[config.mk]
export PLATFORM = sky130hd
export DESIGN_NAME = video_bg_fetch
export DESIGN_NICKNAME = d
export VERILOG_FILES = /design/src/rtl/video_bg_fetch_pkg.sv /design/src/rtl/video_bg_fetch_vaddr.sv /design/src/rtl/video_bg_fetch.sv
export SDC_FILE = /design/constraint.sdc
export NUM_CORES = 1
export LEC_CHECK = 0
export ABC_AREA = 1
export BUFFER_PORTS_ARGS = -buffer_cell sky130_fd_sc_hd__buf_2
export CAP_MARGIN = 20
export CORE_MARGIN = 3
export CORE_UTILIZATION = 44
export DETAILED_ROUTE_END_ITERATION = 10
export GPL_TIMING_DRIVEN = 0
export PLACE_DENSITY = 0.84
export RECOVER_POWER = 25
export SLEW_MARGIN = 20
export SYNTH_ARGS = -nofsm -noshare
export SYNTH_HDL_FRONTEND = slang
export SYNTH_HIERARCHICAL = 1
export SYNTH_SLANG_ARGS = --single-unit
[constraint.sdc]
create_clock -name I_clock -period 1.75 [get_ports I_clock]
set_clock_uncertainty 0.2 [all_clocks]
set_input_delay 0.0875 -clock I_clock [delete_from_list [all_inputs] [get_ports I_clock]]
set_output_delay 0.0875 -clock I_clock [all_outputs]
set_load 0.02 [all_outputs]
[src/rtl/video_bg_fetch_pkg.sv]
// Shared constants for the background fetch sequencer: strobe bit indices,
// dot/line landmarks, v-register field positions and the v increment helpers.
package video_control_signals;

  // One-hot positions inside O_control
  localparam int CTRL_NT      = 0;
  localparam int CTRL_AT      = 1;
  localparam int CTRL_TILE_LO = 2;
  localparam int CTRL_TILE_HI = 3;

  // Dot landmarks
  localparam logic [8:0] DOT_FETCH_LO = 9'd1;
  localparam logic [8:0] DOT_Y_INC    = 9'd256;
  localparam logic [8:0] DOT_H_COPY   = 9'd257;
  localparam logic [8:0] DOT_V_CPY_LO = 9'd280;
  localparam logic [8:0] DOT_V_CPY_HI = 9'd304;
  localparam logic [8:0] DOT_PRE_LO   = 9'd321;
  localparam logic [8:0] DOT_PRE_HI   = 9'd336;
  localparam logic [8:0] DOT_DUMMY_LO = 9'd337;
  localparam logic [8:0] DOT_DUMMY_HI = 9'd340;
  localparam logic [8:0] LINE_PRE     = 9'd261;

  // v field slices: fineY[14:12] ntY[11] ntX[10] coarseY[9:5] coarseX[4:0]
  localparam int V_CX_LO = 0;
  localparam int V_CX_HI = 4;
  localparam int V_CY_LO = 5;
  localparam int V_CY_HI = 9;
  localparam int V_NTX   = 10;
  localparam int V_NTY   = 11;
  localparam int V_FY_LO = 12;
  localparam int V_FY_HI = 14;

  // Position of a dot inside its 8-dot tile fetch
  typedef enum logic [2:0] {
    PH_HI_DATA = 3'd0,
    PH_NT_ADDR = 3'd1,
    PH_NT_DATA = 3'd2,
    PH_AT_ADDR = 3'd3,
    PH_AT_DATA = 3'd4,
    PH_LO_ADDR = 3'd5,
    PH_LO_DATA = 3'd6,
    PH_HI_ADDR = 3'd7
  } fetch_phase_e;

  // Coarse X wraps into the horizontally adjacent nametable
  function automatic logic [14:0] coarse_x_inc(input logic [14:0] v);
    logic [14:0] r;
    r = v;
    if (v[V_CX_HI:V_CX_LO] == 5'd31) begin
      r[V_CX_HI:V_CX_LO] = 5'd0;
      r[V_NTX]           = ~v[V_NTX];
    end else begin
      r[V_CX_HI:V_CX_LO] = v[V_CX_HI:V_CX_LO] + 5'd1;
    end
    return r;
  endfunction

  // Fine Y then coarse Y; row 29 flips the vertical nametable, row 31 wraps silently
  function automatic logic [14:0] y_inc(input logic [14:0] v);
    logic [14:0] r;
    r = v;
    if (v[V_FY_HI:V_FY_LO] != 3'd7) begin
      r[V_FY_HI:V_FY_LO] = v[V_FY_HI:V_FY_LO] + 3'd1;
    end else begin
      r[V_FY_HI:V_FY_LO] = 3'd0;
      if (v[V_CY_HI:V_CY_LO] == 5'd29) begin
        r[V_CY_HI:V_CY_LO] = 5'd0;
        r[V_NTY]           = ~v[V_NTY];
      end else if (v[V_CY_HI:V_CY_LO] == 5'd31) begin
        r[V_CY_HI:V_CY_LO] = 5'd0;
      end else begin
        r[V_CY_HI:V_CY_LO] = v[V_CY_HI:V_CY_LO] + 5'd1;
      end
    end
    return r;
  endfunction

endpackage

[src/rtl/video_bg_fetch_vaddr.sv]
// Scroll address register v: coarse X / Y increments, horizontal and
// vertical reloads from t, and the CPU-side full load (highest priority).
module video_bg_vaddr
  import video_control_signals::*;
(
  input  logic        clk_i,
  input  logic        rst_i,
  input  logic [14:0] t_addr_i,
  input  logic        load_i,
  input  logic        inc_x_i,
  input  logic        inc_y_i,
  input  logic        copy_h_i,
  input  logic        copy_v_i,
  output logic [14:0] v_o
);

  logic [14:0] v_q, v_d;

  // Next v: X inc first so a same-dot Y inc sees it; CPU load overrides all
  always_comb begin
    v_d = v_q;
    if (inc_x_i) v_d = coarse_x_inc(v_d);
    if (inc_y_i) v_d = y_inc(v_d);
    if (copy_h_i) begin
      v_d[V_NTX]           = t_addr_i[V_NTX];
      v_d[V_CX_HI:V_CX_LO] = t_addr_i[V_CX_HI:V_CX_LO];
    end
    if (copy_v_i) begin
      v_d[V_FY_HI:V_NTY]   = t_addr_i[V_FY_HI:V_NTY];
      v_d[V_CY_HI:V_CY_LO] = t_addr_i[V_CY_HI:V_CY_LO];
    end
    if (load_i) v_d = t_addr_i;
  end

  // v register
  always_ff @(posedge clk_i) begin
    if (rst_i) v_q <= '0;
    else       v_q <= v_d;
  end

  assign v_o = v_q;

endmodule

[src/rtl/video_bg_fetch.sv]
// Background fetch sequencer: decodes the 8-dot tile phase from the dot
// counter, drives NT/AT/pattern reads and the matching data strobes, and
// steers the v register updates.
// Optional feature macro: VIDEO_BG_FETCH_DUMMY_NT_EN (dummy NT reads at 337..340).
module video_bg_fetch
  import video_control_signals::*;
#(
  parameter int LAST_LINE     = 261,
  parameter int LAST_VIS_LINE = 239
) (
  input  logic        I_clock,
  input  logic        I_reset,
  input  logic [8:0]  I_x_dot,
  input  logic [8:0]  I_y_line,
  input  logic [7:0]  I_ppuctrl,
  input  logic [7:0]  I_ppumask,
  input  logic [14:0] I_t_addr,
  input  logic        I_v_load,
  input  logic [7:0]  I_vid_data,
  output logic [13:0] O_vid_addr,
  output logic        O_vid_rd,
  output logic [15:0] O_control,
  output logic [1:0]  O_at_shift,
  output logic        O_shr_tile,
  output logic [14:0] O_v_addr
);

  logic [15:0] ctrl_q, ctrl_d;
  logic [13:0] addr_q, addr_d;
  logic        rd_q, rd_d;
  logic [1:0]  at_q, at_d;
  logic        shr_q, shr_d;
  logic [7:0]  tile_q, tile_d;
  logic        inc_x, inc_y, copy_h, copy_v;
  logic [14:0] v;

  logic        active, in_fetch;
  logic [13:0] nt_addr, at_addr, pt_lo, pt_hi;
  fetch_phase_e phase;

  logic unused_bits;
  assign unused_bits = ^{I_ppuctrl[7:5], I_ppuctrl[3:0], I_ppumask[7:5], I_ppumask[2:0]};

  assign active   = (|I_ppumask[4:3]) &&
                    ((I_y_line <= 9'(LAST_VIS_LINE)) || (I_y_line == 9'(LAST_LINE)));
  assign in_fetch = ((I_x_dot >= DOT_FETCH_LO) && (I_x_dot <= DOT_Y_INC)) ||
                    ((I_x_dot >= DOT_PRE_LO) && (I_x_dot <= DOT_PRE_HI));
  assign phase    = fetch_phase_e'(I_x_dot[2:0]);

  assign nt_addr = 14'h2000 | {2'b00, v[11:0]};
  assign at_addr = 14'h23C0 | {2'b00, v[11:10], 4'b0000, v[9:7], v[4:2]};
  assign pt_lo   = {1'b0, I_ppuctrl[4], tile_q, 1'b0, v[14:12]};
  assign pt_hi   = pt_lo | 14'h0008;

  // Phase decode: next-cycle strobes, bus address and v update requests
  always_comb begin
    ctrl_d = '0;
    rd_d   = 1'b0;
    addr_d = addr_q;
    at_d   = at_q;
    shr_d  = 1'b0;
    inc_x  = 1'b0;
    inc_y  = 1'b0;
    copy_h = 1'b0;
    copy_v = 1'b0;
    // Read data returns during the cycle the NT strobe is out
    tile_d = ctrl_q[CTRL_NT] ? I_vid_data : tile_q;
    if (active) begin
      if (in_fetch) begin
        case (phase)
          PH_NT_ADDR: begin rd_d = 1'b1; addr_d = nt_addr; end
          PH_NT_DATA: ctrl_d[CTRL_NT] = 1'b1;
          PH_AT_ADDR: begin rd_d = 1'b1; addr_d = at_addr; end
          PH_AT_DATA: begin ctrl_d[CTRL_AT] = 1'b1; at_d = {v[6], v[1]}; end
          PH_LO_ADDR: begin rd_d = 1'b1; addr_d = pt_lo; end
          PH_LO_DATA: ctrl_d[CTRL_TILE_LO] = 1'b1;
          PH_HI_ADDR: begin rd_d = 1'b1; addr_d = pt_hi; end
          PH_HI_DATA: begin ctrl_d[CTRL_TILE_HI] = 1'b1; shr_d = 1'b1; inc_x = 1'b1; end
          default: ;
        endcase
      end
`ifdef VIDEO_BG_FETCH_DUMMY_NT_EN
      else if ((I_x_dot >= DOT_DUMMY_LO) && (I_x_dot <= DOT_DUMMY_HI) &&
               ((phase == PH_NT_ADDR) || (phase == PH_AT_ADDR))) begin
        rd_d   = 1'b1;
        addr_d = nt_addr;
      end
`else
      // Bus idles at the end of the line
`endif
      inc_y  = (I_x_dot == DOT_Y_INC);
      copy_h = (I_x_dot == DOT_H_COPY);
      copy_v = (I_y_line == LINE_PRE) && (I_x_dot >= DOT_V_CPY_LO) && (I_x_dot <= DOT_V_CPY_HI);
    end
  end

  // Output and tile-index registers
  always_ff @(posedge I_clock) begin
    if (I_reset) begin
      ctrl_q <= '0;
      rd_q   <= 1'b0;
      addr_q <= '0;
      at_q   <= '0;
      shr_q  <= 1'b0;
      tile_q <= '0;
    end else begin
      ctrl_q <= ctrl_d;
      rd_q   <= rd_d;
      addr_q <= addr_d;
      at_q   <= at_d;
      shr_q  <= shr_d;
      tile_q <= tile_d;
    end
  end

  video_bg_vaddr u_vaddr (
    .clk_i    (I_clock),
    .rst_i    (I_reset),
    .t_addr_i (I_t_addr),
    .load_i   (I_v_load),
    .inc_x_i  (inc_x),
    .inc_y_i  (inc_y),
    .copy_h_i (copy_h),
    .copy_v_i (copy_v),
    .v_o      (v)
  );

  assign O_control  = ctrl_q;
  assign O_vid_rd   = rd_q;
  assign O_vid_addr = addr_q;
  assign O_at_shift = at_q;
  assign O_shr_tile = shr_q;
  assign O_v_addr   = v;

endmodule

==> reports/metrics.csv, run 1 <==
metric,value,unit
status,"finished, final reports clean",
"top cells by area, synth","dfxtp_1, nand2_1, nor2_1, inv_1, a21oi_1",
Area growth syn-to-layout,37.5,%
final worst-path cycle share,0.975,
worst-margin pin slew,0.522,ns
ant diodes,0,
ys flop type,dfxtp_1,
Post-Syn Instances,396,
port buffer count,82,
synth cell count leaders,"nand2_1, nor2_1, inv_1, dfxtp_1, a21oi_1",
num rows,27,
GRT Util Overall,0.204,
vias in the first global route,2690,
TritonCTS buffer count,5,
Residual DRC,0,
Power Dens Cells,625,nW/um^2
Most Crowded Layer GR,met2,
Die Width,84.3,um
top-count cell post-synth,nand2_1,
Leakage Power,1.85,nW
DP HPWL,5480,um
Die Y,84.3,um
Worst-Skew Late Latency,0.30,ns
Max Freq,586,MHz
layout cells sized above 1,0.258,
critical path endpoint category,flop,
post-synthesis async set-or-reset flop share,0,
clock slew at reported path FFs,0.09,ns
CP bufs+invs,0,
DR vias,2996,
effective utilization at floorplan,0.473,
per-cell routed wire length,12.6,um
YS warnings,6,
fill count,507,
Die Area,7110,sq um
"flops & latches, synth",45,
met2 Resource Use GR,0.343,
Vias per Instance,4.96,
Critical Path RT,1.72,ns
largest net degree at the start of global routing,15,
CTS tree,yes,
M3 GR Usage,0.0393,
post-synthesis cell type count,38,
fin util,0.650,
max_slew headroom,0.652,
Crit path arrival time,1.67,ns
max-slew violation count,0,
first-pass GRT wire length,12100,um
"most used cell, CP",nand2_1,
Longest Clk Path Bufs,2,
initial antenna violation count,0,
H-tree levels,2,
Final Hold Vio Count,0,
Nets,599,
Final Routed Wirelength,7600,um
"critical path, cell by cell",ha_2 > nand2_1 > nor2_2 > ha_1 > nand3b_1 > nand2_1 > nand2_1 > a21oi_1,
worst vdd ir,0.621,mV
area share of the largest cell type after synthesis,0.334,
"EDFF count, synth",0,
Synth Cell Area,2700,sq um
CP Class,reg -> reg,
CP Max Fanout,5,
CP max stage cell,dfxtp_4,
worst hold slack,0.0150,ns
Initial DRC Count,213,
DR pass1 iterations,5,
crit-path leading delay family,simple AND/OR/NAND/NOR gates,
CP Launch Type,flop,
Tmin final,1.71,ns
I/O Pins,109,
CORE AREA,5710,sq um
setup violators final,0,
worst min path class,in -> reg,
CP max stage delay,0.38,ns
RD Place Congestion,0.849,
post-route ant nets,0,
grt ovf,0,
sequential cell area fraction in the yosys report,0.334,
clk sinks,45,
Yosys top cell by area,dfxtp_1,
average size of a mapped cell,6.82,sq um
CTS root buf,clkbuf_8,
Max Cap Violations,0,
met1 Resource Use GR,0.263,
[stage by stage]
stage	setup TNS (ns)	area (sq um)	worst slack, ns	power [W]	cells
floorplan	0	2740	0.00657	0.00146	407
global placement	-2.33	3240	-0.369	0.00162	561
detailed placement	-3.91	3240	-0.466	0.00163	561
CTS	0	3640	0.0160	0.00231	599
global route	-0.0991	3710	-0.0559	0.00245	604
finish	0	3710	0.0437	0.00232	604
[final timing paths]
kind                            cells after the start            from  slack [ns]             end
worst max register to register                      8  u_vaddr/v_o[0]        0.04  u_vaddr/v_o[2]
worst max-delay path                                8  u_vaddr/v_o[0]        0.04  u_vaddr/v_o[2]
worst min-delay path                                4      I_x_dot[1]        0.01      O_shr_tile
worst min register to register                      2       tile_q[0]        0.26       tile_q[0]
[cell usage in the layout, fill, tap and decap left out, types with 3 or more instances in the layout]
cell type	n
nand2_1	76
buf_2	63
nor2_1	58
inv_1	50
dfxtp_1	40
dlygate4sd3_1	30
a21oi_1	28
nand3_1	23
clkbuf_1	21
buf_4	20
o21ai_0	17
conb_1	12
o21ai_1	9
nand4_1	8
nand3_2	7
ha_1	7
nor2_2	6
nand2_2	5
o22ai_1	5
clkbuf_8	5
nor2_4	4
nand2_4	3
nand3b_1	3
inv_2	3
dfxtp_4	3
[worst min-delay path: stages]
cell	delay (ns)
buf_2	0.14
nor2_2	0.06
nand2_1	0.12
nor2_1	0.06
[registers in the layout, summed over array words and instances (netlist names)]
register,cells
u_vaddr/v_o,15
O_vid_addr,14
tile_q,8
O_control,4
O_at_shift,2
O_shr_tile,1
O_vid_rd,1
[layer usage]
metal	wire length, um	part of all wire
met1	3170	0.42
met3	554	0.073
met4	183	0.024
met2	3690	0.49
met5	0	0
[kinds of logic (layout without fill, tap and decap cells)]
group | after synthesis | in the layout | synth area share
AOI/OAI and AO/OA | 66 | 66 | 0.135
DFF | 45 | 45 | 0.334
xor gates and xnor gates | 1 | 1 | 0.00324
buffers and inverters | 75 | 200 | 0.136
other | 1 | 12 | 0.00139
and+or+nand+nor | 200 | 200 | 0.353
adders and majority gates | 8 | 8 | 0.0371
[power breakdown]
part | switching [W] | internal [W] | leakage, nW | total (W)
sequential | 0.0000499 | 0.00107 | 0.370 | 0.00112
combinational | 0.000333 | 0.000239 | 1.43 | 0.000571
clock | 0.000358 | 0.000276 | 0.0439 | 0.000634
total | 0.000741 | 0.00158 | 1.85 | 0.00232
[area by class of cell]
| type | count | area, sq um | area share |
|---|---|---|---|
| Clock buffer | 5 | 68.8 | 0.0185 |
| Multi-Input combinational cell | 287 | 1530 | 0.412 |
| Timing Repair Buffer | 117 | 723 | 0.195 |
| Inverter | 55 | 209 | 0.0563 |
| Tap cell | 72 | 90.1 | 0.0243 |
| Sequential cell | 45 | 915 | 0.246 |
| Buffer | 20 | 159 | 0.0428 |
| Clock inverter | 3 | 17.5 | 0.00472 |
[repair_timing]
action,4_1_cts,5_1_grt
pin swaps,0,6
setup endpoints to repair,3,12
endpoints found under the hold margin,28,0
setup buffers,0,5
hold buffers,30,0
resized for setup,5,21
Power figures use the tool's default switching activity.
==> run 2, diff against run 1 <==
- clock period: 1.75 -> 1.4 ns (I/O delays scaled with it)
==> reports/metrics.csv, run 2 (synthesis gave the netlist of run 1 again) <==
metric,value,unit,change
clk sinks,45,,unchanged
per-cell routed wire length,18.3,um,was 12.6 um
R2R cell count,8,,unchanged
Area growth syn-to-layout,67.7,%,was 37.5%
M3 GR Usage,0.0353,,was 0.0393
worst min path class,in -> reg,,unchanged
Worst R2R End,u_vaddr/v_o[2],,unchanged
CP max stage cell,nor4_4,,was dfxtp_4
R2R Setup Slk,-0.20,ns,was 0.04 ns
Initial DRC Count,400,,was 213
post-route ant nets,0,,unchanged
initial antenna violation count,0,,unchanged
Longest Clk Path Bufs,2,,unchanged
vias in the first global route,3003,,"was 2,690"
H-tree levels,2,,unchanged
Nets,630,,was 599
CP Launch Type,input port,,was flop
clock slew at reported path FFs,0.09,ns,about the same
"most used cell, CP",nand2_1,,unchanged
Most Crowded Layer GR,met2,,unchanged
RD Place Congestion,0.847,,was 0.849
max reg flops,15,,unchanged
CP Max Fanout,7,,was 5
layout cells sized above 1,0.432,,was 0.258
Inst Count DP,561,,unchanged
Final Routed Wirelength,11600,um,was 7600 um
non-filler cells in the finished layout,635,,was 604
Tmin final,1.60,ns,
max_slew headroom,0.596,,was 0.652
TritonCTS buffer count,5,,unchanged
worst vdd ir,0.452,mV,was 0.621 mV
GRT Util Overall,0.240,,was 0.204
DR vias,3577,,"was 2,996"
Leakage Power,2.14,nW,was 1.85 nW
CORE AREA,5710,sq um,unchanged
port buffer count,82,,unchanged
Worst-Skew Late Latency,0.31,ns,was 0.30 ns
num rows,27,,unchanged
critical path endpoint category,flop,,unchanged
Final Hold Vio Count,3,,was 0
CTS root buf,clkbuf_8,,unchanged
worst hold slack,-0.00747,ns,was 0.0150 ns
grt ovf,0,,unchanged
Critical Path RT,1.42,ns,was 1.72 ns
ant diodes,0,,unchanged
worst-margin pin slew,0.605,ns,was 0.522 ns
"most common cell after layout, fill and taps aside",buf_2,,was nand2_1
fin util,0.793,,was 0.650
met1 Resource Use GR,0.280,,was 0.263
CP max stage delay,0.25,ns,was 0.38 ns
met2 Resource Use GR,0.422,,was 0.343
fill count,361,,was 507
worst hold stages,4,,unchanged
setup violators final,37,,was 0
DR pass1 iterations,6,,was 5
Worst Setup SP,I_y_line[3],,was u_vaddr/v_o[0]
Power Dens Cells,783,nW/um^2,was 625 nW/um^2
Die Width,84.3,um,unchanged
"critical path, cell by cell",buf_6 > inv_2 > nand2_1 > nor2_4 > nand3_4 > nand2_4 > nand2_8 > nor4_4 > buf_4 > nor2_4 > nand2_2 > nand2_1 > nand2_1 > nand2_1 > a21oi_1,,was ha_2 > nand2_1 > nor2_2 > ha_1 > nand3b_1 > nand2_1 > nand2_1 > a21oi_1
Vias per Instance,5.63,,was 4.96
RSZ-0062 raised after global routing,yes,,
failing checks,"negative hold slack, negative setup slack",,
CP Class,in -> reg,,was reg -> reg
final setup margin,-0.200,ns,was 0.0437 ns
largest net degree at the start of global routing,16,,was 15
CTS tree,yes,,unchanged
worst setup path endpoint,u_vaddr/v_o[2],,unchanged
Die Area,7110,sq um,unchanged
status,finished with violations,,"was finished, final reports clean"
Max Cap Violations,0,,unchanged
DP HPWL,5530,um,was 5480 um
Die Y,84.3,um,unchanged
Residual DRC,0,,unchanged
worst r2r src,u_vaddr/v_o[0],,unchanged
final worst-path cycle share,1.14,,
effective utilization at floorplan,0.473,,unchanged
Crit path arrival time,1.62,ns,was 1.67 ns
I/O Pins,109,,unchanged
first-pass GRT wire length,14100,um,"was 12,100 um"
"commonest non-fill, non-tap cells in the layout","buf_2, nand2_1, nor2_1",,"was nand2_1, buf_2, nor2_1"
Max Freq,625,MHz,
max-slew violation count,0,,unchanged
run 2: cell count changes in the layout (fill, tap and decap cells not counted), moves of 10 or more:
cell     delta
buf_4      +18
buf_6      +14
nand2_1    -14
inv_1      -10
nor2_4     +10
run 2: how the worst min path moves through the flow:
stage	from	endpoint
floorplan	I_reset	O_vid_addr[12]
global placement	I_vid_data[3]	tile_q[3]
detailed placement	I_reset	O_vid_addr[12]
CTS	I_x_dot[2]	O_shr_tile
global route	I_x_dot[0]	O_control[0]
finish	I_x_dot[1]	O_control[1]
run 2: layer usage:
metal | wire (um) | part of all wire
met1 | 4190 | 0.36
met2 | 5500 | 0.47
met3 | 1030 | 0.089
met4 | 864 | 0.075
met5 | 0 | 0
run 2: final cells by class:
class	count	area (sq um)	area share
Sequential cell	45	930	0.205
Multi-Input combinational cell	288	1900	0.420
Clock buffer	6	93.8	0.0207
Buffer	20	174	0.0384
Inverter	55	225	0.0497
Timing Repair Buffer	147	1070	0.237
Clock inverter	2	38.8	0.00856
Tap cell	72	90.1	0.0199
run 2: worst max-delay path, delay by kind of cell:
| family | cells | cell delay (ns) |
|---|---|---|
| compound gates | 1 | 0.15 |
| buf+inv | 3 | 0.32 |
| simple gates | 11 | 1.07 |
run 2: timing repair:
item / CTS / global route
cloned: 1 / 3
setup endpoints to repair: 15 / 36
pin swaps: 20 / 37
buffers inserted: 16 / 14
hold buffers: 32 / 0
hold endpoints to repair: 28 / 0
resized for setup: 43 / 88
run 2: through the flow:
step | power (W) | setup WS [ns] | TNS [ns] | area [sq um]
floorplan | 0.00185 | -0.141 | -1.13 | 2850
global placement | 0.00204 | -0.408 | -7.45 | 3350
detailed placement | 0.00206 | -0.462 | -10.00 | 3350
CTS | 0.00332 | -0.120 | -0.715 | 4090
global route | 0.00367 | -0.246 | -5.31 | 4530
finish | 0.00355 | -0.200 | -2.77 | 4530
run 2: report_power, final:
group | total (W) | internal (W) | switching (W)
registers | 0.00140 | 0.00133 | 0.0000636
clock network | 0.00116 | 0.000648 | 0.000510
logic | 0.000991 | 0.000425 | 0.000566
==> run 3, diff against run 2 <==
- SYNTH_HIERARCHICAL: 1 -> default
==> reports/metrics.csv, run 3 <==
metric,value,unit,change
status,finished with violations,,unchanged
failing checks,negative setup slack,,"was negative hold slack, negative setup slack"
worst min path class,in -> reg,,unchanged
clock slew at reported path FFs,0.09,ns,about the same
Initial DRC Count,270,,was 400
Die Width,83.1,um,was 84.3 um
Longest Clk Path Bufs,2,,unchanged
average size of a mapped cell,6.76,sq um,was 6.82 sq um
grt ovf,0,,unchanged
I/O Pins,109,,unchanged
Tmin final,1.65,ns,was 1.60 ns
DR pass1 iterations,5,,was 6
Power Dens Cells,774,nW/um^2,was 783 nW/um^2
num rows,27,,unchanged
TritonCTS buffer count,5,,unchanged
fin util,0.697,,was 0.793
worst hold slack,0.00674,ns,was -0.00747 ns
per-cell routed wire length,14.5,um,was 18.3 um
R2R cell count,9,,was 8
max-slew violation count,0,,unchanged
Area growth syn-to-layout,50.3,%,was 67.7%
ant diodes,0,,unchanged
final setup margin,-0.253,ns,was -0.200 ns
Final Routed Wirelength,8750,um,"was 11,600 um"
final worst-path cycle share,1.18,,was 1.14
GRT Util Overall,0.235,,was 0.240
Leakage Power,1.89,nW,was 2.14 nW
Vias per Instance,5.20,,was 5.63
"flops & latches, synth",45,,unchanged
setup violators final,12,,was 37
synth cell count leaders,"nor2_1, nand2_1, dfxtp_1, inv_1, nand3_1",,"was nand2_1, nor2_1, inv_1, dfxtp_1, a21oi_1"
layout cells sized above 1,0.347,,was 0.432
Synth Cell Area,2620,sq um,was 2700 sq um
H-tree levels,2,,unchanged
critical path endpoint category,flop,,unchanged
total power,0.00304,W,was 0.00355 W
RSZ-0062 raised after global routing,yes,,unchanged
Max Cap Violations,0,,unchanged
RD Place Congestion,0.956,,was 0.847
Nets,599,,was 630
CP Max Fanout,6,,was 7
"most common cell after layout, fill and taps aside",nor2_1,,was buf_2
CP Class,reg -> reg,,was in -> reg
post-synthesis async set-or-reset flop share,0,,unchanged
sequential cell area fraction in the yosys report,0.344,,was 0.334
post-synthesis cell type count,32,,was 38
"commonest non-fill, non-tap cells in the layout","nor2_1, buf_2, nand2_1",,"was buf_2, nand2_1, nor2_1"
fin area,3930,sq um,was 4530 sq um
YS warnings,0,,was 6
"top cells by area, synth","dfxtp_1, nor2_1, nand2_1, nand3_1, inv_1",,"was dfxtp_1, nand2_1, nor2_1, inv_1, a21oi_1"
Die Y,83.1,um,was 84.3 um
Critical Path RT,1.37,ns,was 1.42 ns
CTS tree,yes,,unchanged
Post-Syn Instances,387,,was 396
top-count cell post-synth,nor2_1,,was nand2_1
CTS root buf,clkbuf_8,,unchanged
"EDFF count, synth",0,,unchanged
largest net degree at the start of global routing,16,,unchanged
area share of the largest cell type after synthesis,0.344,,was 0.334
max reg flops,15,,unchanged
Die Area,6900,sq um,was 7110 sq um
ys flop type,dfxtp_1,,unchanged
port buffer count,81,,was 82
setup TNS,-1.94,ns,was -2.77 ns
clk sinks,45,,unchanged
vias in the first global route,2960,,"was 3,003"
initial antenna violation count,0,,unchanged
first-pass GRT wire length,13500,um,"was 14,100 um"
worst vdd ir,0.421,mV,was 0.452 mV
CP Launch Type,flop,,was input port
Max Freq,605,MHz,was 625 MHz
Residual DRC,0,,unchanged
worst hold stages,4,,unchanged
CORE AREA,5640,sq um,was 5710 sq um
Crit path arrival time,1.63,ns,was 1.62 ns
Yosys top cell by area,dfxtp_1,,unchanged
DP HPWL,5660,um,was 5530 um
post-route ant nets,0,,unchanged
DR vias,3143,,"was 3,577"
effective utilization at floorplan,0.464,,was 0.473
DP Area,3220,sq um,was 3350 sq um
Worst-Skew Late Latency,0.31,ns,about the same
Final Hold Vio Count,0,,was 3
-- run 3: cell type report --
| type | count | area, sq um |
|---|---|---|
| Clock buffer | 5 | 68.8 |
| Inverter | 39 | 150 |
| Buffer | 21 | 155 |
| Timing Repair Buffer | 127 | 830 |
| Tap cell | 72 | 90.1 |
| Sequential cell | 45 | 930 |
| Clock inverter | 3 | 20.0 |
| Multi-Input combinational cell | 293 | 1690 |
| Fill cell | 450 | 1710 |
-- run 3: worst paths after layout --
path	slack, ns	startpoint	endpoint
worst max-delay path	-0.25	u_vaddr.v_o[5]	u_vaddr.v_o[8]
worst min-delay path	0.007	I_x_dot[2]	O_control[3]
worst max register to register	-0.25	u_vaddr.v_o[5]	u_vaddr.v_o[8]
worst min register to register	0.26	tile_q[0]	tile_q[0]
-- run 3: cell families after synthesis --
logic type	after synthesis	share of synthesized area
flip-flops	45	0.344
adder cells (fa/ha/maj)	7	0.0335
XOR/XNOR	3	0.0100
buffers and inverters	60	0.115
AO/OA/AOI/OAI	62	0.133
AND/OR/NAND/NOR	209	0.363
other	1	0.00143
-- run 3: stage by stage --
stage	worst slack, ns	instances
after detailed placement	-0.402	551
after global placement	-0.274	551
after floorplan	-0.117	398
after CTS	-0.220	595
final	-0.253	605
after global routing	-0.326	605
-- run 3: timing repair --
item                       4_1_cts  5_1_grt
pin swaps                       23       25
setup buffers                   10        6
setup endpoints to repair       17       43
hold endpoints to repair        30        2
gates resized for setup         11       47
cloned                           0        1
hold buffers                    26        3
-- run 3: power breakdown --
group / leakage, nW / internal [W] / switching [W] / total [W]
combinational: 1.47 / 0.000344 / 0.000457 / 0.000801
clock: 0.0489 / 0.000357 / 0.000486 / 0.000842
sequential: 0.373 / 0.00133 / 0.0000673 / 0.00140
total: 1.89 / 0.00203 / 0.00101 / 0.00304
-- run 3: worst max-delay path: stages (launching register included) --
cell	delay (ns)
dfxtp_4	0.38
buf_6	0.13
buf_4	0.12
nand3_2	0.07
xor2_1	0.25
nor2_2	0.09
nand4_1	0.10
nor2_1	0.05
nor2_1	0.09
nor2_1	0.05
-- run 3: per-layer routing --
metal	GRT usage	share of wire	vias up
met5	0	0	-
met4	0.114	0.041	0
met3	0.0605	0.088	39
met2	0.391	0.48	182
met1	0.280	0.39	1399
li1	-	-	1523
